<file path="config.mk">
export PLATFORM = sky130hd
export DESIGN_NAME = pfb_snapshot_ctrl
export DESIGN_NICKNAME = d
export VERILOG_FILES = /design/src/rtl/pfb_snapshot_ctrl.sv
export SDC_FILE = /design/constraint.sdc
export NUM_CORES = 1
export LEC_CHECK = 0
export ABC_AREA = 0
export CAP_MARGIN = 10
export CELL_PAD_IN_SITES_DETAIL_PLACEMENT = 1
export CELL_PAD_IN_SITES_GLOBAL_PLACEMENT = 2
export CORE_ASPECT_RATIO = 2
export CORE_MARGIN = 4
export CORE_UTILIZATION = 25
export CTS_CLUSTER_SIZE = 14
export DETAILED_ROUTE_END_ITERATION = 16
export GPL_TIMING_DRIVEN = 0
export PLACE_DENSITY_LB_ADDON = 0.1
export SYNTH_ARGS = -nofsm -noshare
export SYNTH_HDL_FRONTEND = slang
export SYNTH_SLANG_ARGS = --single-unit
</file>
<file path="constraint.sdc">
create_clock -name i_clk -period 3.9 [get_ports i_clk]
set_input_delay 0.78 -clock i_clk [delete_from_list [all_inputs] [get_ports i_clk]]
set_output_delay 0.78 -clock i_clk [all_outputs]
set_load 0.02 [all_outputs]
</file>
<file path="src/rtl/pfb_snapshot_ctrl.sv">
// Capture sequencer for the PFB output snapshot RAM (fabric-side port A).
// Arm, wait for trigger, write len+1 consecutive valid words from address 0, then flag done.
module pfb_snapshot_ctrl #(
  parameter int AWIDTH = 10,
  parameter int DWIDTH = 64
) (
  input  logic              i_clk,
  input  logic              i_rst_n,
  input  logic              i_arm,
  input  logic              i_use_trig,
  input  logic              i_trig,
  input  logic [AWIDTH-1:0] i_len_m1,
  input  logic [DWIDTH-1:0] i_din,
  input  logic              i_din_valid,
  output logic              o_bram_we,
  output logic              o_bram_en_a,
  output logic [AWIDTH-1:0] o_bram_addr,
  output logic [DWIDTH-1:0] o_bram_wr_data,
  output logic              o_busy,
  output logic              o_done,
  output logic [AWIDTH:0]   o_wr_count
);

  typedef enum logic [1:0] {
    S_IDLE    = 2'd0,
    S_ARMED   = 2'd1,
    S_CAPTURE = 2'd2,
    S_DONE    = 2'd3
  } state_t;

  state_t            r_state;
  logic              r_arm_d;
  logic              r_trig_latch;
  logic [AWIDTH-1:0] r_len;
  logic              r_we;
  logic [AWIDTH-1:0] r_addr;
  logic [DWIDTH-1:0] r_data;
  logic              r_busy;
  logic              r_done;
  logic [AWIDTH:0]   r_wr_count;

  logic w_arm_edge;
  logic w_trig_hit;
  logic w_last;

  assign w_arm_edge = i_arm & ~r_arm_d;
  assign w_trig_hit = i_trig | r_trig_latch | ~i_use_trig;
  // In CAPTURE the word being written lands at r_wr_count; it is the last one when that equals len.
  assign w_last     = (r_wr_count == {1'b0, r_len});

  // Arm history is a plain delay so a level held high across reset is seen only once.
  always_ff @(posedge i_clk) begin
    r_arm_d <= i_arm;
  end

  always_ff @(posedge i_clk) begin
    if (!i_rst_n) begin
      r_state      <= S_IDLE;
      r_trig_latch <= 1'b0;
      r_len        <= '0;
      r_we         <= 1'b0;
      r_addr       <= '0;
      r_data       <= '0;
      r_busy       <= 1'b0;
      r_done       <= 1'b0;
      r_wr_count   <= '0;
    end else begin
      r_we <= 1'b0;
      case (r_state)
        S_IDLE, S_DONE: begin
          if (w_arm_edge) begin
            r_state      <= S_ARMED;
            r_len        <= i_len_m1;
            r_wr_count   <= '0;
            r_done       <= 1'b0;
            r_busy       <= 1'b1;
            r_trig_latch <= 1'b0;
          end
        end
        S_ARMED: begin
          if (i_trig && !i_din_valid)
            r_trig_latch <= 1'b1;
          if (w_trig_hit && i_din_valid) begin
            r_we       <= 1'b1;
            r_addr     <= '0;
            r_data     <= i_din;
            r_wr_count <= (AWIDTH+1)'(1);
            if (r_len == '0) begin
              r_state <= S_DONE;
              r_busy  <= 1'b0;
              r_done  <= 1'b1;
            end else begin
              r_state <= S_CAPTURE;
            end
          end
        end
        S_CAPTURE: begin
          if (i_din_valid) begin
            r_we       <= 1'b1;
            r_addr     <= r_wr_count[AWIDTH-1:0];
            r_data     <= i_din;
            r_wr_count <= r_wr_count + (AWIDTH+1)'(1);
            if (w_last) begin
              r_state <= S_DONE;
              r_busy  <= 1'b0;
              r_done  <= 1'b1;
            end
          end
        end
        default: r_state <= S_IDLE;
      endcase
    end
  end

  assign o_bram_we      = r_we;
  assign o_bram_en_a    = r_we;
  assign o_bram_addr    = r_addr;
  assign o_bram_wr_data = r_data;
  assign o_busy         = r_busy;
  assign o_done         = r_done;
  assign o_wr_count     = r_wr_count;

endmodule
</file>
### Yosys cells after proc, flatten, opt, wreduce, memory -nomap -nowiden

Index checks and enable logic that the tools add are counted.

* memories: 0
* bits in registers: 102
* bits in latches: 0
* bits of input ports: 80
* word-level logic and storage cells: 73
* output and inout port bits: 89
* bits in read-only memories: 0
* memory bits (writable): 0

* shifts and indexed selects: 0
* magnitude comparators: 0
* muxes and demuxes: 33
* eq/ne operators: 10
* div/mod/pow operators: 0
* reductions and logical operators: 14
* bitwise logic cells: 5
* multiply operators: 0
* $add $sub $neg: 1

Operators with widths (number)
* 64-bit 2-to-1 mux: 2
* 64-bit case mux with 2 select lines: 1
* 11-bit 2-to-1 mux: 3
* 11-bit case mux with 3 select lines: 1
* 10-bit 2-to-1 mux: 2
* 10-bit case mux with 2 select lines: 1
* 1-bit 2-to-1 mux: 14
* 2-bit inequality test, second input constant: 6
* 11-bit by 1-bit adder with 11-bit output, second input constant: 1
* 11-bit by 10-bit equality test with 1-bit output: 1
* 10-bit zero test: 1
* 3-bit AND reduction: 3
* 2-bit 2-to-1 mux: 4
* 1-bit case mux with 3 select lines: 2
* 2-bit case mux with 3 select lines: 1
* 5-bit AND reduction: 1
* 2-bit equality test, second input constant: 2
* 1-bit case mux with 2 select lines: 2
* 4-bit AND reduction: 1
* 2-bit nonzero test: 2
* 2-bit by 1-bit equality test with 1-bit output, second input constant: 1
* 1-bit logical AND: 2
* 2-bit zero test: 1
* 1-bit inverter: 2
* 5 further kinds: 6

### Longest topological paths before layout

Gate-level depths: netlist of run 1.

* depth in word-level cells: 5
* depth in mapped cells: 9
* depth with buffers taken out: 7

### Worst setup path before layout of run 1

No wires, ideal clock.

* kind: input -> register
* start point: in i_arm
* end point: reg r_wr_count[6] (netlist: o_wr_count[6])
* cell stages on the path: 6
* path slack: 1.755 ns
* data arrival time: 2.072 ns
* data required time: 3.828 ns
* setup time: 0.072 ns
* buffers on the path: 1
* cells stage by stage: nor2b_1 > buf_2 > o211ai_1 > or3_1 > or4b_1 > a21oi_1

* word-level cells in the longest chain between the ends: 3

Ends and longest elaborated chain
* from (decl): line 9 `input logic i_arm,`
* 1-bit bitwise AND: line 46 `assign w_arm_edge = i_arm & ~r_arm_d;`
* 2-bit inequality test (no line)
* 3-bit AND reduction (no line)
* to (signal assigned): line 87 `r_wr_count <= (AWIDTH+1)'(1);`
* to (signal assigned): line 102 `r_wr_count <= r_wr_count + (AWIDTH+1)'(1);`
* to (decl): line 40 `logic [AWIDTH:0] r_wr_count;`

Every way passes these cells.
A chain may end at the register's enable or synchronous reset.

### Worst setup path after layout of run 1

* start point: in i_din_valid
* end point: reg r_wr_count[2] (netlist: o_wr_count[2])

* word-level cells in the longest chain between the ends: 3
* elaborated cells between the ends (all ways): 4
* those cells by class: 2 x eq/ne; 2 x reduce/logical

Ends and longest elaborated chain
* from (decl): line 14 `input logic i_din_valid,`
* 1-bit logical AND: line 83 `if (w_trig_hit && i_din_valid) begin`
* 2-bit inequality test (no line)
* 3-bit AND reduction (no line) *

Every way passes the cells marked *; elsewhere a longest branch is shown, timed or not.

==> results of run 1 <==
-- routing by layer --
layer  vias up  routed length [µm]  GRT usage
li1       1997                   -          -
met5         -                   0          0
met2       110                9110      0.351
met1      1950                4990      0.148
met4         0                 499     0.0759
met3        22                 853     0.0446
-- Yosys cell counts, types with 4 or more instances --
cell	instances	area (µm²)
a21oi_1	95	475
clkbuf_1	24	90.1
xor2_1	5	43.8
xnor2_1	10	87.6
nand3_1	25	125
dfxtp_1	102	2040
buf_1	5	18.8
inv_1	7	26.3
nand2_1	159	597
nor4_1	4	25.0
nor2_1	10	37.5
-- power by group through the flow --
| stage | registers [mW] | clock network [mW] | logic [mW] |
|---|---|---|---|
| after floorplan | 1.45 | 0 | 0.632 |
| after global placement | 1.30 | 0 | 1.38 |
| after detailed placement | 1.31 | 0 | 1.41 |
| after CTS | 1.29 | 0.915 | 1.41 |
| after global routing | 1.31 | 0.955 | 1.52 |
| final | 1.28 | 0.882 | 1.37 |
-- sequential cells by signal, indices dropped and copies added, names as in the netlist --
name,flops
r_state,2
o_bram_wr_data,64
o_bram_addr,10
o_bram_en_a,1
r_len,10
o_wr_count,11
o_busy,1
o_done,1
r_trig_latch,1
r_arm_d,1
-- through the flow --
stage                     cells  total power [mW]  area, µm²  utilization
after CTS                   873              3.61       6170        0.399
final                       873              3.54       6170        0.399
after floorplan             493              2.08       3960            -
after global routing        873              3.78       6170        0.399
after global placement      859              2.68       5890        0.381
after detailed placement    859              2.72       5890        0.381
-- worst max-delay path, cell delays in order --
cell	delay, ns
clkdlybuf4s50_1	0.62
o21bai_2	0.18
o211ai_1	0.24
clkbuf_1	0.30
o21ai_1	0.66
nor2_1	0.11
-- final timing paths --
check                                                startpoint  cells past startpoint  slack [ns]                         endpoint
worst max-delay path                                i_din_valid                      6        1.19       o_wr_count[2]$_SDFFE_PN0P_
worst min-delay path            o_bram_wr_data[36]$_SDFFE_PN0P_                      2        0.46  o_bram_wr_data[36]$_SDFFE_PN0P_
worst max register to register          r_state[0]$_SDFFE_PN0P_                      8        1.39       o_wr_count[7]$_SDFFE_PN0P_
worst min register to register  o_bram_wr_data[36]$_SDFFE_PN0P_                      2        0.46  o_bram_wr_data[36]$_SDFFE_PN0P_
-- final cells by class --
class                      instances  area (µm²)  share of cell area
buffer                            35         150              0.0243
multi-input combinational        348        1740               0.282
tap                              198         248              0.0402
timing repair buffer             168        1680               0.273
inverter                           8        30.0             0.00487
clock buffer                      10         229              0.0371
clock inverter                     4        50.0             0.00811
sequential                       102        2040               0.331
-- cells by family (layout without fill, tap and decap cells) --
family,Yosys count,count (layout),share of synthesized area
DFF,102,102,0.516
AOI/OAI and AO/OA,115,115,0.164
adders and majority gates,3,3,0.00948
and+or+nand+nor,214,214,0.229
xor gates and xnor gates,15,15,0.0332
muxes,1,1,0.00253
buffers and inverters,43,225,0.0455
==> summary.txt, run 1 <==
Place
  • Setup WS pre-CTS: approximately 0.8 ns
  • RD Place Congestion: ~0.84
  • Post-DP HPWL: 12500 µm
  • PortBufs: approximately 170

Synth
  • Seq/Total Area, Yosys: 0.516
  • Syn nets: ~580
  • Number of synthesized flops with an enable pin: 0
  • Synth warnings: 0
  • Cells after synthesis: between 400 and 500
  • Seq cells post-synth: 102
  • Distinct cells, synth: 41
  • Ys flop type: dfxtp_1
  • Avg Synthesized Cell Area: about 8.0 µm²
  • Post-synth ARST share: 0
  • Post-Synthesis Cell Area: a little under 4000 µm²

CTS
  • CTS Buf Count: 9
  • Postcts setup bufs: 0
  • CTS HTree Levels: 3
  • CTS root buffer: clkbuf_16
  • Worst skew pair latency: 0.34 ns
  • Max Root-Sink Buffers: 2
  • CTS Sinks: roughly 100
  • CTS tree: yes
  • # hold bufs at CTS: 0
  • Worst-path clk slew: 0.07 ns
  • # resized after CTS: 0

Global routing
  • First-pass GRT wire length: between 20000 and 25000 µm
  • Largest net degree at the start of global routing: 16
  • GR Overflow Total: 0
  • GRT Util Overall: 0.170
  • Number of global-route vias before repair: approximately 4400
  • Initial antenna violation count: 0

Timing
  • Final Hold Viols: 0
  • Clock skew: roughly 0.012 ns
  • Total negative slack: 0 ns
  • # setup viols final: 0
  • Worst Max-Slew Pin Slew: approximately 0.76 ns
  • Clock period minus worst slack: roughly 2.7 ns
  • RSZ-0062 raised after global routing: false
  • Peak Freq: 369 MHz
  • Slew Limit Fails: 0
  • Worst Hold Slack: between 0.4 and 0.5 ns
  • Setup ws final: ~1.2 ns
  • Final period utilization: 0.695
  • Slew margin rel.: 0.493

Setup path
  • Critical path data required time: approximately 4.1 ns
  • WS Path Type: in -> reg
  • Critical path capture point type: flip-flop
  • Startpoint class of the critical path: input port
  • CP Max Fanout: 10
  • Worst Path Arrival: 2.90 ns

Detailed routing
  • Post-DR wirelength/cell: about 18 µm
  • DRC: 0
  • Routed Antenna Nets: 0
  • Vias per inst: roughly 4.7
  • Initial DRC Count: 66
  • Drt total wl: between 15000 and 20000 µm
  • Vias post-DR: 4079
  • First-pass iteration count of the detailed router: 4

Outcome
  • Run status: finished clean

Die
  • Core Area: 15500 µm²
  • FP Rows: 64
  • Num ports: roughly 170
  • Die H: 186 µm
  • Die width: 97.0 µm
  • Starting density of the core: 0.256
  • Die area: 18000 µm²

Power
  • Combinational share of power: 0.388
  • VDD IR max: around 0.21 mV
  • Seq pwr share: 0.363
  • Internal: around 2.2 mW
  • Switching power share of the total: 0.376
  • PD cells: around 570 nW/µm²
  • LEAKAGE: 2.08 nW
  • Clk pwr share: 0.249
  • Psw: between 1 and 1.5 mW

Layout
  • Nets: ~760
  • Share of cells above drive strength 1: 0.0400
  • Filler cells: ~1800
  • Most frequent cells in the layout: 168 x clkdlybuf4s50_1, 159 x nand2_1, 102 x dfxtp_1
  • Post-synthesis to final-layout area growth: 55.8%
  • Diode count: 0
  • Most common cell after layout, fill and taps aside: clkdlybuf4s50_1

Worst hold path
  • Hold Path Class: reg -> reg

Flow run
  • Max Cap Viol: 0
No activity file was read; power rests on OpenSTA's default activity.
==> run 2: changes to the inputs <==
- CORE_UTILIZATION: 25 -> 23
- clock period: 3.9 -> 2.6 ns (I/O delays scaled with it)
==> summary.txt, run 2 (synthesis results as in run 1) <==
Outcome
  • Run status: finished clean

Power
  • Switching power share of the total: 0.380 (+0.00320)
  • Clk pwr share: 0.249 (about the same)
  • Internal: 3.31 mW (+50%)
  • Seq pwr share: 0.362 (about the same)
  • PD cells: 861 nW/µm² (+50%)
  • VDD IR max: 0.312 mV (+46%)
  • Total power: 5.33 mW (+51%)
  • LEAKAGE: 2.09 nW (+0.80%)
  • Psw: 2.02 mW (+52%)
  • Combinational share of power: 0.389 (about the same)

Global routing
  • GR Overflow Total: 0 (unchanged)
  • Number of global-route vias before repair: 4384 (-1.3%)
  • GRT Util Overall: 0.162 (-0.00824)
  • Largest net degree at the start of global routing: 16 (unchanged)
  • First-pass GRT wire length: 23900 µm (about the same)
  • Initial antenna violation count: 0 (unchanged)

Die
  • Core Area: 16800 µm² (+9.0%)
  • Die area: 19500 µm² (+8.1%)
  • Num ports: 169 (unchanged)
  • Starting density of the core: 0.235 (-0.0212)
  • FP Rows: 67 (+4.7%)
  • Die H: 194 µm (+4.1%)
  • Die width: 101 µm (+3.9%)

Setup path
  • R2r worst-path depth: 8 (unchanged)
  • Most used cell, CP: inv_1
  • Worst Path Arrival: 2.61 ns (-0.29 ns)
  • Critical path capture point type: flip-flop
  • Startpoint class of the critical path: flip-flop
  • CP Cell Sequence: inv_1 > ha_1 > buf_2 > inv_1 > o211ai_1 > clkbuf_2 > o21ai_1 > nor2_1
  • CP Max Fanout: 10 (unchanged)
  • WS Path Type: reg -> reg
  • Max stage delay on crit path: 0.63 ns (-0.03 ns)
  • Reg-to-reg endpoint: o_wr_count[2]$_SDFFE_PN0P_
  • CP max-delay cell: o21ai_1
  • R2r setup slk: 0.20 ns (-1.19 ns)
  • RR Startpoint: r_state[0]$_SDFFE_PN0P_
  • Critical path data required time: 2.81 ns (-1.28 ns)

Timing
  • # setup viols final: 0 (unchanged)
  • Clock period minus worst slack: 2.40 ns
  • Final Hold Viols: 0 (unchanged)
  • Slew margin rel.: 0.498 (+0.00449)
  • Slew Limit Fails: 0 (unchanged)
  • Worst Max-Slew Pin Slew: 0.748 ns (-0.00669 ns)
  • Setup ws final: 0.201 ns (-0.988 ns)
  • RSZ-0062 raised after global routing: false
  • Clock skew: 0.00940 ns (-0.00278 ns)
  • Final period utilization: 0.923
  • Peak Freq: 417 MHz

Place
  • Post-DP HPWL: 12600 µm (+0.55%)
  • PortBufs: 168 (unchanged)
  • RD Place Congestion: 0.792 (-6.1%)
  • Placed insts: 868 (+1.0%)
  • Setup WS pre-CTS: -0.272 ns (-1.07 ns)

Layout
  • Cell Count, Final, Fillers Out: 884 (+1.3%)
  • Post-synthesis to final-layout area growth: 56.3%
  • Area of the multi-input gates: 1740 µm² (unchanged)
  • Share of cells above drive strength 1: 0.0458 (+0.00579)
  • Most common cell after layout, fill and taps aside: clkdlybuf4s50_1
  • Core Util, Final: 0.367 (-0.0317)
  • Nets: 755 (unchanged)
  • Register area: 2040 µm² (unchanged)
  • Diode count: 0 (unchanged)
  • Max FFs per register: 64 (unchanged)
  • Most frequent cells in the layout: 168 x clkdlybuf4s50_1, 159 x nand2_1, 102 x dfxtp_1
  • Filler cells: 1989 (+11%)

CTS
  • Max Root-Sink Buffers: 2 (unchanged)
  • CTS root buffer: clkbuf_16
  • Postcts setup bufs: 0 (unchanged)
  • CTS Sinks: 102 (unchanged)
  • Worst-path clk slew: 0.07 ns (about the same)
  • CTS HTree Levels: 3 (unchanged)
  • CTS Buf Count: 9 (unchanged)
  • Worst skew pair latency: 0.35 ns (about the same)
  • CTS tree: yes

Detailed routing
  • DRC: 0 (unchanged)
  • Post-DR wirelength/cell: 17.7 µm (-0.13%)
  • First-pass iteration count of the detailed router: 4 (unchanged)
  • Vias post-DR: 4039 (-0.98%)
  • Routed Antenna Nets: 0 (unchanged)
  • Drt total wl: 15600 µm (+1.1%)
  • Initial DRC Count: 64 (-3.0%)
  • Vias per inst: 4.57 (-2.2%)

Worst hold path
  • Hold Path Class: reg -> reg
  • Worst Hold Path EP: o_bram_addr[4]$_SDFFE_PN0P_
  • Min-Delay Startpoint: o_bram_addr[4]$_SDFFE_PN0P_
  • Hold-critical path depth: 2 (unchanged)

Flow run
  • Max Cap Viol: 0 (unchanged)
## run 2: worst max path at each step
| stage | startpoint | endpoint | slack, ns | cells after the start |
|---|---|---|---|---|
| detailed placement | i_trig | o_bram_addr[6]$_SDFFE_PN0P_ | -0.27 | 7 |
| finish | r_state[0]$_SDFFE_PN0P_ | o_wr_count[2]$_SDFFE_PN0P_ | 0.20 | 8 |
| floorplan | r_state[0]$_SDFFE_PN0P_ | o_wr_count[6]$_SDFFE_PN0P_ | 0.57 | 8 |
| global placement | i_din_valid | o_wr_count[4]$_SDFFE_PN0P_ | -0.22 | 6 |
| CTS | r_state[0]$_SDFFE_PN0P_ | o_wr_count[1]$_SDFFE_PN0P_ | 0.007 | 8 |
| global route | r_state[1]$_SDFFE_PN0P_ | o_bram_wr_data[21]$_SDFFE_PN0P_ | 0.03 | 9 |
## run 2: power groups by stage
| stage | registers [mW] | clock network [mW] | logic (mW) |
|---|---|---|---|
| finish | 1.93 | 1.33 | 2.07 |
| global route | 1.96 | 1.44 | 2.26 |
| CTS | 1.93 | 1.38 | 2.13 |
| detailed placement | 1.96 | 0 | 2.12 |
| global placement | 1.95 | 0 | 2.08 |
| floorplan | 2.17 | 0 | 0.947 |
## run 2: critical path: cells and delay by family (launching register included)
kind	cells	cell delay, ns
and+or+nand+nor	1	0.12
buffers and inverters	4	0.64
DFF	1	0.37
adders and majority gates	1	0.27
AOI/OAI and AO/OA	2	0.86
## run 2: layout make-up
class | instances | area share
Multi-Input combinational cell | 348 | 0.281
Clock buffer | 13 | 0.0437
Buffer | 35 | 0.0247
Tap cell | 207 | 0.0418
Sequential cell | 102 | 0.330
Clock inverter | 3 | 0.00283
Inverter | 8 | 0.00485
Timing Repair Buffer | 168 | 0.272
## run 2: per-layer routing
layer	wire length, µm	global-route usage	vias up
li1	-	-	1999
met1	5260	0.152	1918
met2	9120	0.314	102
met3	868	0.0458	20
met4	378	0.0635	0
met5	0	0	-
## run 2: stage by stage
stage          hold WS, ns  cell area (µm²)  setup TNS, ns
3_3_place_gp         0.443             5900         -11.26
6_report             0.457             6190              0
3_5_place_dp         0.449             5900         -15.76
2_1_floorplan        0.460             3960              0
5_1_grt              0.482             6190              0
4_1_cts              0.459             6190              0
## run 2: repair_timing
| item | 4_1_cts | 5_1_grt |
|---|---|---|
| gates resized for setup | 0 | 4 |
| endpoints found under the hold margin | 0 | 0 |
| hold buffers | 0 | 0 |
| setup endpoints to repair | 0 | 23 |
==> run 3: changes to the inputs <==
- GPL_TIMING_DRIVEN: 0 -> not set
- SKIP_CTS_REPAIR_TIMING: not set -> 1
==> summary.txt, run 3 (synthesis results as in run 1) <==
Place
  • Setup WS pre-CTS: 0.194 ns (+0.466 ns)
  • PortBufs: 168 (unchanged)
  • Post-DP HPWL: 12100 µm (-4.1%)
  • RD Place Congestion: 0.739 (-6.7%)

Setup path
  • Critical path capture point type: output port
  • Worst Path Buf+Inv: 1 (-3)
  • CP max-delay cell: clkdlybuf4s50_1
  • CP Cell Sequence: clkdlybuf4s50_1
  • Top delay family on crit path: buffers and inverters
  • WP depth: 1 (-7)
  • Max stage delay on crit path: 0.69 ns (+0.06 ns)
  • RR Startpoint: r_state[0]$_SDFFE_PN0P_
  • Startpoint class of the critical path: flip-flop
  • WS Path Type: reg -> out
  • CP Max Fanout: 7 (-3)
  • R2r setup slk: 0.52 ns (+0.32 ns)
  • R2r worst-path depth: 7 (-1)
  • Worst Path Arrival: 1.58 ns (-1.03 ns)
  • Critical path data required time: 2.08 ns (-0.73 ns)
  • Reg-to-reg endpoint: o_wr_count[6]$_SDFFE_PN0P_

Global routing
  • First-pass GRT wire length: 23800 µm (-0.72%)
  • Initial antenna violation count: 0 (unchanged)
  • Largest net degree at the start of global routing: 54 (+38)
  • GRT Util Overall: 0.162 (+0.000329)
  • GR Overflow Total: 0 (unchanged)
  • Number of global-route vias before repair: 4177 (-4.7%)

Layout
  • Post-synthesis to final-layout area growth: 56.8%
  • Max FFs per register: 64 (unchanged)
  • Most common cell after layout, fill and taps aside: clkdlybuf4s50_1
  • Nets: 736 (-2.5%)
  • Share of cells above drive strength 1: 0.0608 (+0.0150)
  • Diode count: 0 (unchanged)
  • Most frequent cells in the layout: 168 x clkdlybuf4s50_1, 159 x nand2_1, 102 x dfxtp_1

Detailed routing
  • Vias post-DR: 4062 (+0.57%)
  • Routed Antenna Nets: 0 (unchanged)
  • Vias per inst: 4.70 (+2.8%)
  • Drt total wl: 16000 µm (+2.5%)
  • DRC: 0 (unchanged)
  • Post-DR wirelength/cell: 18.5 µm (+4.7%)
  • First-pass iteration count of the detailed router: 4 (unchanged)
  • Initial DRC Count: 99 (+55%)

CTS
  • CTS Sinks: 102 (unchanged)
  • CTS HTree Levels: 3 (unchanged)
  • CTS root buffer: clkbuf_16
  • Worst skew pair latency: 0.35 ns (about the same)
  • CTS Buf Count: 9 (unchanged)
  • CTS tree: yes
  • Max Root-Sink Buffers: 2 (unchanged)
  • Worst-path clk slew: 0.07 ns (about the same)

Die
  • Die H: 194 µm (unchanged)
  • Num ports: 169 (unchanged)
  • FP Rows: 67 (unchanged)
  • Die width: 101 µm (unchanged)
  • Die area: 19500 µm² (unchanged)
  • Starting density of the core: 0.235 (unchanged)
  • Core Area: 16800 µm² (unchanged)

Worst hold path
  • Hold-critical path depth: 2 (unchanged)
  • Hold Path Class: reg -> reg
  • Worst Hold Path EP: o_bram_addr[9]$_SDFFE_PN0P_
  • Min-Delay Startpoint: o_bram_addr[9]$_SDFFE_PN0P_

Power
  • LEAKAGE: 2.11 nW (+0.91%)
  • PD cells: 872 nW/µm² (+1.3%)
  • VDD IR max: 0.353 mV (+13%)

Timing
  • Setup ws final: 0.496 ns (+0.295 ns)
  • Clock period minus worst slack: 2.10 ns (-0.295 ns)
  • Clock skew: 0.00831 ns (-0.00110 ns)
  • Final period utilization: 0.809 (-0.113)
  • Slew Limit Fails: 0 (unchanged)
  • Peak Freq: 475 MHz (+14%)
  • RSZ-0062 raised after global routing: false
  • Slew margin rel.: 0.556 (+0.0584)
  • Total negative slack: 0 ns (unchanged)
  • Final Hold Viols: 0 (unchanged)
  • Worst Max-Slew Pin Slew: 0.661 ns (-0.0870 ns)
  • # setup viols final: 0 (unchanged)

Flow run
  • Max Cap Viol: 0 (unchanged)

Outcome
  • Run status: finished clean
run 3: cell count changes in the layout (fill, tap and decap cells not counted), sizes merged:
cell    change
clkbuf     -24
buf         +5
run 3: how the worst max path moves through the flow:
| stage | startpoint | end | slack (ns) |
|---|---|---|---|
| floorplan | r_state[0]$_SDFFE_PN0P_ | o_wr_count[6]$_SDFFE_PN0P_ | 0.57 |
| global placement | i_arm | o_wr_count[6]$_SDFFE_PN0P_ | 0.22 |
| detailed placement | i_trig | o_wr_count[6]$_SDFFE_PN0P_ | 0.19 |
| CTS | o_wr_count[5]$_SDFFE_PN0P_ | o_wr_count[5] | 0.46 |
| global route | r_state[0]$_SDFFE_PN0P_ | o_wr_count[6]$_SDFFE_PN0P_ | 0.39 |
| finish | o_wr_count[5]$_SDFFE_PN0P_ | o_wr_count[5] | 0.50 |
run 3: cell type report:
cell class	count	area, µm²
multi-input combinational	348	1740
sequential	102	2040
timing repair buffer	184	1850
fill	2024	10600
clock buffer	13	270
clock inverter	3	17.5
tap	207	259
inverter	8	30.0
run 3: power by group:
group / total (mW) / internal, mW / leakage, nW / switching, mW
Combinational: 2.15 / 0.854 / 1.14 / 1.30
Sequential: 1.93 / 1.79 / 0.828 / 0.134
Clock: 1.34 / 0.727 / 0.142 / 0.611
Total: 5.41 / 3.37 / 2.11 / 2.04
run 3: through the flow:
step | power, mW | utilization | instances | cell area [µm²] | hold slack (ns)
after floorplan | 3.12 | - | 493 | 3960 | 0.460
after global placement | 4.10 | 0.351 | 849 | 5920 | 0.440
after detailed placement | 4.16 | 0.351 | 849 | 5920 | 0.448
after CTS | 5.53 | 0.368 | 865 | 6210 | 0.459
after global routing | 5.74 | 0.368 | 865 | 6210 | 0.481
final | 5.41 | 0.368 | 865 | 6210 | 0.454
run 3: layer usage:
metal / vias up / GRT usage / share of wire
met2: 122 / 0.313 / 0.58
li1: 1961 / - / -
met3: 29 / 0.0404 / 0.056
met4: 0 / 0.0790 / 0.037
met5: - / 0 / 0
met1: 1950 / 0.149 / 0.33
